===== config.mk =====
export PLATFORM = sky130hd
export DESIGN_NAME = b_preadd_stage
export DESIGN_NICKNAME = d
export VERILOG_FILES = /design/src/rtl/b_preadd_stage.sv
export SDC_FILE = /design/constraint.sdc
export NUM_CORES = 1
export LEC_CHECK = 0
export CORE_ASPECT_RATIO = 0.75
export CORE_MARGIN = 5
export CORE_UTILIZATION = 45
export CTS_CLUSTER_DIAMETER = 30
export DETAILED_ROUTE_END_ITERATION = 10
export GPL_TIMING_DRIVEN = 0
export PLACE_DENSITY = 0.69
export SKIP_CTS_REPAIR_TIMING = 1
export SLEW_MARGIN = 40
export SYNTH_ARGS = -nofsm -noshare
export SYNTH_HDL_FRONTEND = slang
export SYNTH_SLANG_ARGS = --single-unit

===== constraint.sdc =====
create_clock -name CLK -period 8.8 [get_ports CLK]
set_clock_uncertainty 0.15 [all_clocks]
set_input_delay 1.32 -clock CLK [delete_from_list [all_inputs] [get_ports CLK]]
set_output_delay 1.32 -clock CLK [all_outputs]
set_load 0.005 [all_outputs]

===== src/rtl/b_preadd_stage.sv =====
// ---------------------------------------------------------------------------
// b_preadd_stage
// Registered B-port front end of a DSP slice: optional D/B/OPMODE input
// registers, an 18-bit pre-adder/subtracter (D +/- B), an operand select
// between the pre-adder result and B, and an optional stage-2 (B1) register
// feeding the multiplier and the cascade output. A valid bit follows the B
// path so neighbouring stages can track latency.
//
// Ports
//   CLK        rising-edge clock
//   RST        asynchronous active-high reset of every register
//   CED        enable for the D register
//   CEB        enable for B0, B1 and both valid stages
//   CEOPMODE   enable for the OPMODE register
//   D, B       pre-adder operand / B operand (WIDTH bits)
//   OPMODE6    0 = D+B, 1 = D-B
//   OPMODE4    0 = pass B0, 1 = pass pre-adder result
//   valid_in   qualifies B in the current cycle
//   B1_out     stage-2 operand
//   BCOUT      cascade output, identical to B1_out
//   valid_out  valid_in delayed by B0REG+B1REG enabled cycles
//
// A REG parameter of 0 makes that stage transparent; its register still
// exists but is never selected onto the datapath.
// ---------------------------------------------------------------------------
module b_preadd_stage #(
    parameter int unsigned WIDTH     = 18,
    parameter int unsigned DREG      = 1,
    parameter int unsigned B0REG     = 1,
    parameter int unsigned B1REG     = 1,
    parameter int unsigned OPMODEREG = 1
) (
    input  logic             CLK,
    input  logic             RST,
    input  logic             CED,
    input  logic             CEB,
    input  logic             CEOPMODE,
    input  logic [WIDTH-1:0] D,
    input  logic [WIDTH-1:0] B,
    input  logic             OPMODE6,
    input  logic             OPMODE4,
    input  logic             valid_in,
    output logic [WIDTH-1:0] B1_out,
    output logic [WIDTH-1:0] BCOUT,
    output logic             valid_out
);

    localparam int unsigned OP_W = 2;

    // Stage-1 registers
    logic [WIDTH-1:0] d_q,  d_d;
    logic [WIDTH-1:0] b0_q, b0_d;
    logic [OP_W-1:0]  op_q, op_d;
    logic             v1_q, v1_d;

    // Stage-2 registers
    logic [WIDTH-1:0] b1_q, b1_d;
    logic             v2_q, v2_d;

    // Stage-1 outputs after the register/bypass choice
    logic [WIDTH-1:0] d_s;
    logic [WIDTH-1:0] b0_s;
    logic [OP_W-1:0]  op_s;
    logic             v1_s;

    // Pre-adder and operand select
    logic [WIDTH-1:0] sum;
    logic [WIDTH-1:0] sel;

    // Next-state for every register: load when enabled, otherwise hold.
    always_comb begin
        d_d  = d_q;
        b0_d = b0_q;
        op_d = op_q;
        v1_d = v1_q;
        b1_d = b1_q;
        v2_d = v2_q;
        if (CED) begin
            d_d = D;
        end
        if (CEOPMODE) begin
            op_d = {OPMODE6, OPMODE4};
        end
        if (CEB) begin
            b0_d = B;
            v1_d = valid_in;
            b1_d = sel;
            v2_d = v1_s;
        end
    end

    // All state registers; reset overrides every enable.
    always_ff @(posedge CLK or posedge RST) begin
        if (RST) begin
            d_q  <= '0;
            b0_q <= '0;
            op_q <= '0;
            v1_q <= 1'b0;
            b1_q <= '0;
            v2_q <= 1'b0;
        end else begin
            d_q  <= d_d;
            b0_q <= b0_d;
            op_q <= op_d;
            v1_q <= v1_d;
            b1_q <= b1_d;
            v2_q <= v2_d;
        end
    end

    // Stage-1 register/bypass selection.
    always_comb begin
        d_s  = (DREG      != 0) ? d_q  : D;
        b0_s = (B0REG     != 0) ? b0_q : B;
        op_s = (OPMODEREG != 0) ? op_q : {OPMODE6, OPMODE4};
        v1_s = (B0REG     != 0) ? v1_q : valid_in;
    end

    // Pre-adder: modulo 2^WIDTH, carry/borrow dropped. op_s[1] = OPMODE6.
    always_comb begin
        if (op_s[1]) begin
            sum = WIDTH'(d_s - b0_s);
        end else begin
            sum = WIDTH'(d_s + b0_s);
        end
    end

    // Operand select: op_s[0] = OPMODE4.
    always_comb begin
        sel = op_s[0] ? sum : b0_s;
    end

    // Stage-2 register/bypass selection and cascade copy.
    always_comb begin
        B1_out    = (B1REG != 0) ? b1_q : sel;
        BCOUT     = B1_out;
        valid_out = (B1REG != 0) ? v2_q : v1_s;
    end

endmodule


==> results.toml <==
[power_and_ir_drop]
p_per_area_nw_per_um2 = 222.4
p_clk_share_pct = 24.6
comb_power_share_pct = 42.0
power.leakage_nw = 2.000
switching_power_w = 0.0003555
internal_power_w = 0.0007118
irDropWorstVdd_uv = 106.3
seqPwrFrac_pct = 33.4
switching_share_pct = 33.31

[timing]
setup_viol = 0
fmax_ghz = 0.2577
worst_pin_slew_ns = 0.7446
post-route-period-util_pct = 44.10
final-hold-violation-count = 0
fin_setup_tns_ns = 0
layout_min_cycle_time_ns = 3.881
grt_setup_unrepaired = "false"
finalMaxSlewViolations = 0
slew-limit-headroom_pct = 50.36

[critical_path]
required_ns = 8.94
path_class = "register to register"
path_cells = "buf_6, nor4_4, a21oi_1, nor2_1, o21ai_0, xnor2_1, ha_1, a21oi_1, nor2_1, a2111oi_0, a21oi_1, or4b_1, nand4_1"
crit_top_cell = "a21oi_1"
cp_max_fo = 7
crit_arrival_ns = 4.02
start_kind = "register"
worstSetupEndpointType = "register"
crit_path_top_delay_cell = "or4b_1"
crit_path_max_incr_delay_ns = 0.55

[route]
drt_iter0_markers = 101
post_drt_wl_per_cell_microns = 16.26
drcViolationCount = 0
drtAntennaViolNets = 0
drt_pass1_iterations = 4
num_vias = 3029
totalWireLength_microns = 9238
drt-vias-per-instance = 5.333

[floorplanning]
ios = 81
die_h_microns = 87.94
initial_core_util_pct = 46.24
die-area_sq_um = 10020
die_x_microns = 113.9
num_rows = 28
core_area_sq_um = 7883

[grt]
grt_pass1_vias = 2958
antenna_found_initial = 0
overflow = 0
grt_pass1_wl_microns = 15120
track_usage_pct = 19.53
grt_max_degree = 31

[place]
dp_hpwl_microns = 7099
io_buffers = 79
gp_congestion = 0.9478
placed_area_sq_um = 4589

[cells_and_area]
layout.nets = 521
drive_gt1_share_pct = 18.14
fin_area_sq_um = 4800
area.growth.synth_to_final_pct = 31.69
antenna_cells = 0
fill_cells = 668

[flow_run]
cap_violations = 0

[synth]
synth_top_area_share_pct = 39.82
yosysWarnings = 0
syn_avg_cell_area_sq_um = 9.931
synthCells = 367
yosys.area.top_type = "dfrtp_1"
ys_top_cells_by_area = "dfrtp_1 (40%), mux2_2 (12%), ha_1 (6.2%)"
synthArstFlopShare_pct = 100.0
synth.cell_area_sq_um = 3645
synth-seq-cells = 58
synthFlopType = "dfrtp_1"
ys_types = 47
synth_seq_area_share_pct = 39.82
synth_edf_count = 0
syn_nets = 430

[cts]
clk-insertion-delay-late_ns = 0.36
cts.clk_slew.worst_paths_ns = 0.08
htreeDepth = 3
cts_buffers = 9
cts.sinks = 58
cts_tree = "built"
cts_buffer_depth = 2
cts-root-buf = "clkbuf_8"

[outcome]
status = "complete, no violations"

[worst_hold_path]
hold_class = "register to register"
## sequential cells by signal, indices dropped and copies added (netlist names)
register,cells
op_q,2
v1_q,1
valid_out,1
B1_out,18
d_q,18
b0_q,18
## kinds of logic after synthesis
family	after synthesis	share of synthesized area (%)
and+or+nand+nor	92	12.91
AOI/OAI and AO/OA	81	13.32
DFF	58	39.82
muxes	46	13.94
buffers and inverters	44	6.797
xor gates and xnor gates	27	6.488
adders and majority gates	19	6.729
## cell usage after synthesis (2+ instances only)
| cell | number |
|---|---|
| buf_1 | 3 |
| ha_1 | 18 |
| nand4_1 | 4 |
| nor2b_1 | 11 |
| mux2_2 | 38 |
| a211oi_1 | 2 |
| o21ai_0 | 20 |
| clkbuf_1 | 10 |
| mux2i_1 | 8 |
| or3_1 | 2 |
| and3_1 | 3 |
| or3b_2 | 2 |
| o21a_1 | 2 |
| nand3_1 | 6 |
| xnor2_1 | 20 |
| nor3_1 | 4 |
| dfrtp_1 | 58 |
| a2111oi_0 | 2 |
| buf_4 | 18 |
| xor2_1 | 7 |
| nand2_1 | 18 |
| inv_1 | 11 |
| a31oi_1 | 3 |
| a21oi_1 | 36 |
| nor2_1 | 34 |
| a211o_1 | 3 |
| buf_6 | 2 |
| a21o_1 | 3 |
## final cells by class
cell class,instances,area (sq um),area share [%]
repair buffers,80,810.8,16.89
clock inverters,6,72.57,1.512
flip-flops and latches,58,1451,30.24
multi-input cells,265,1946,40.54
well taps,105,131.4,2.737
inverters,11,43.79,0.9124
clock buffers,10,137.6,2.868
plain buffers,33,206.4,4.301
## routing by layer
layer  vias up  share of wire, %  track usage, %  routed length [microns]
met3        11               9.4           6.008                      865
met4         0               1.1           7.012                      104
met5         -                 0               0                        0
met1      1429                46           27.54                     4295
met2       120                43           28.43                     3973
li1       1469                 -               -                        -
## final timing paths
path                                     startpoint                     end  slack [ns]  depth (start not counted)
worst max-delay path            b0_q[2]$_DFFE_PP0P_  B1_out[17]$_DFFE_PP0P_        4.92                         13
worst min-delay path               v1_q$_DFFE_PP0P_        v1_q$_DFFE_PP0P_        0.37                          1
worst max register to register  b0_q[2]$_DFFE_PP0P_  B1_out[17]$_DFFE_PP0P_        4.92                         13
worst min register to register     v1_q$_DFFE_PP0P_        v1_q$_DFFE_PP0P_        0.37                          1
max in group asynchronous                       RST      d_q[9]$_DFFE_PP0P_        6.87                          3
min in group asynchronous                       RST     d_q[13]$_DFFE_PP0P_        1.14                          2
## cell usage in the layout, fill, tap and decap left out, types with 11 or more instances in the layout
cell type	instances
xnor2_1	20
nor2_1	34
buf_4	18
o21ai_0	20
ha_1	18
nand2_1	18
mux2_2	38
nor2b_1	11
clkdlybuf4s50_1	79
dfrtp_1	58
a21oi_1	36
## power groups by stage
stage	sequential [W]	combinational, W	clock [W]
floorplan	0.000350	0.000269	0
global placement	0.000358	0.000437	0
detailed placement	0.000361	0.000447	0
CTS	0.000357	0.000450	0.000268
global route	0.000364	0.000493	0.000277
finish	0.000356	0.000448	0.000263
## stage by stage
step / std cells / total power (W) / setup WS [ns] / hold slack (ns) / util, %
final: 568 / 0.001067 / 4.919 / 0.3698 / 60.89
after global routing: 568 / 0.001134 / 4.582 / 0.3781 / 60.89
after CTS: 568 / 0.001076 / 4.972 / 0.3684 / 60.89
after detailed placement: 552 / 0.0008085 / 5.049 / 0.3504 / 58.22
after global placement: 551 / 0.0007956 / 4.876 / 0.3332 / 57.94
after floorplan: 367 / 0.0006187 / 5.535 / 0.3250 / -
## critical path: cells and delay by family, from the launching register on
family | cells | cell delay [ns]
DFF | 1 | 0.39
adders and majority gates | 1 | 0.38
and+or+nand+nor | 5 | 1.36
buffers and inverters | 1 | 0.14
AOI/OAI and AO/OA | 5 | 1.22
xor gates and xnor gates | 1 | 0.17
Power figures use the tool's default switching activity.
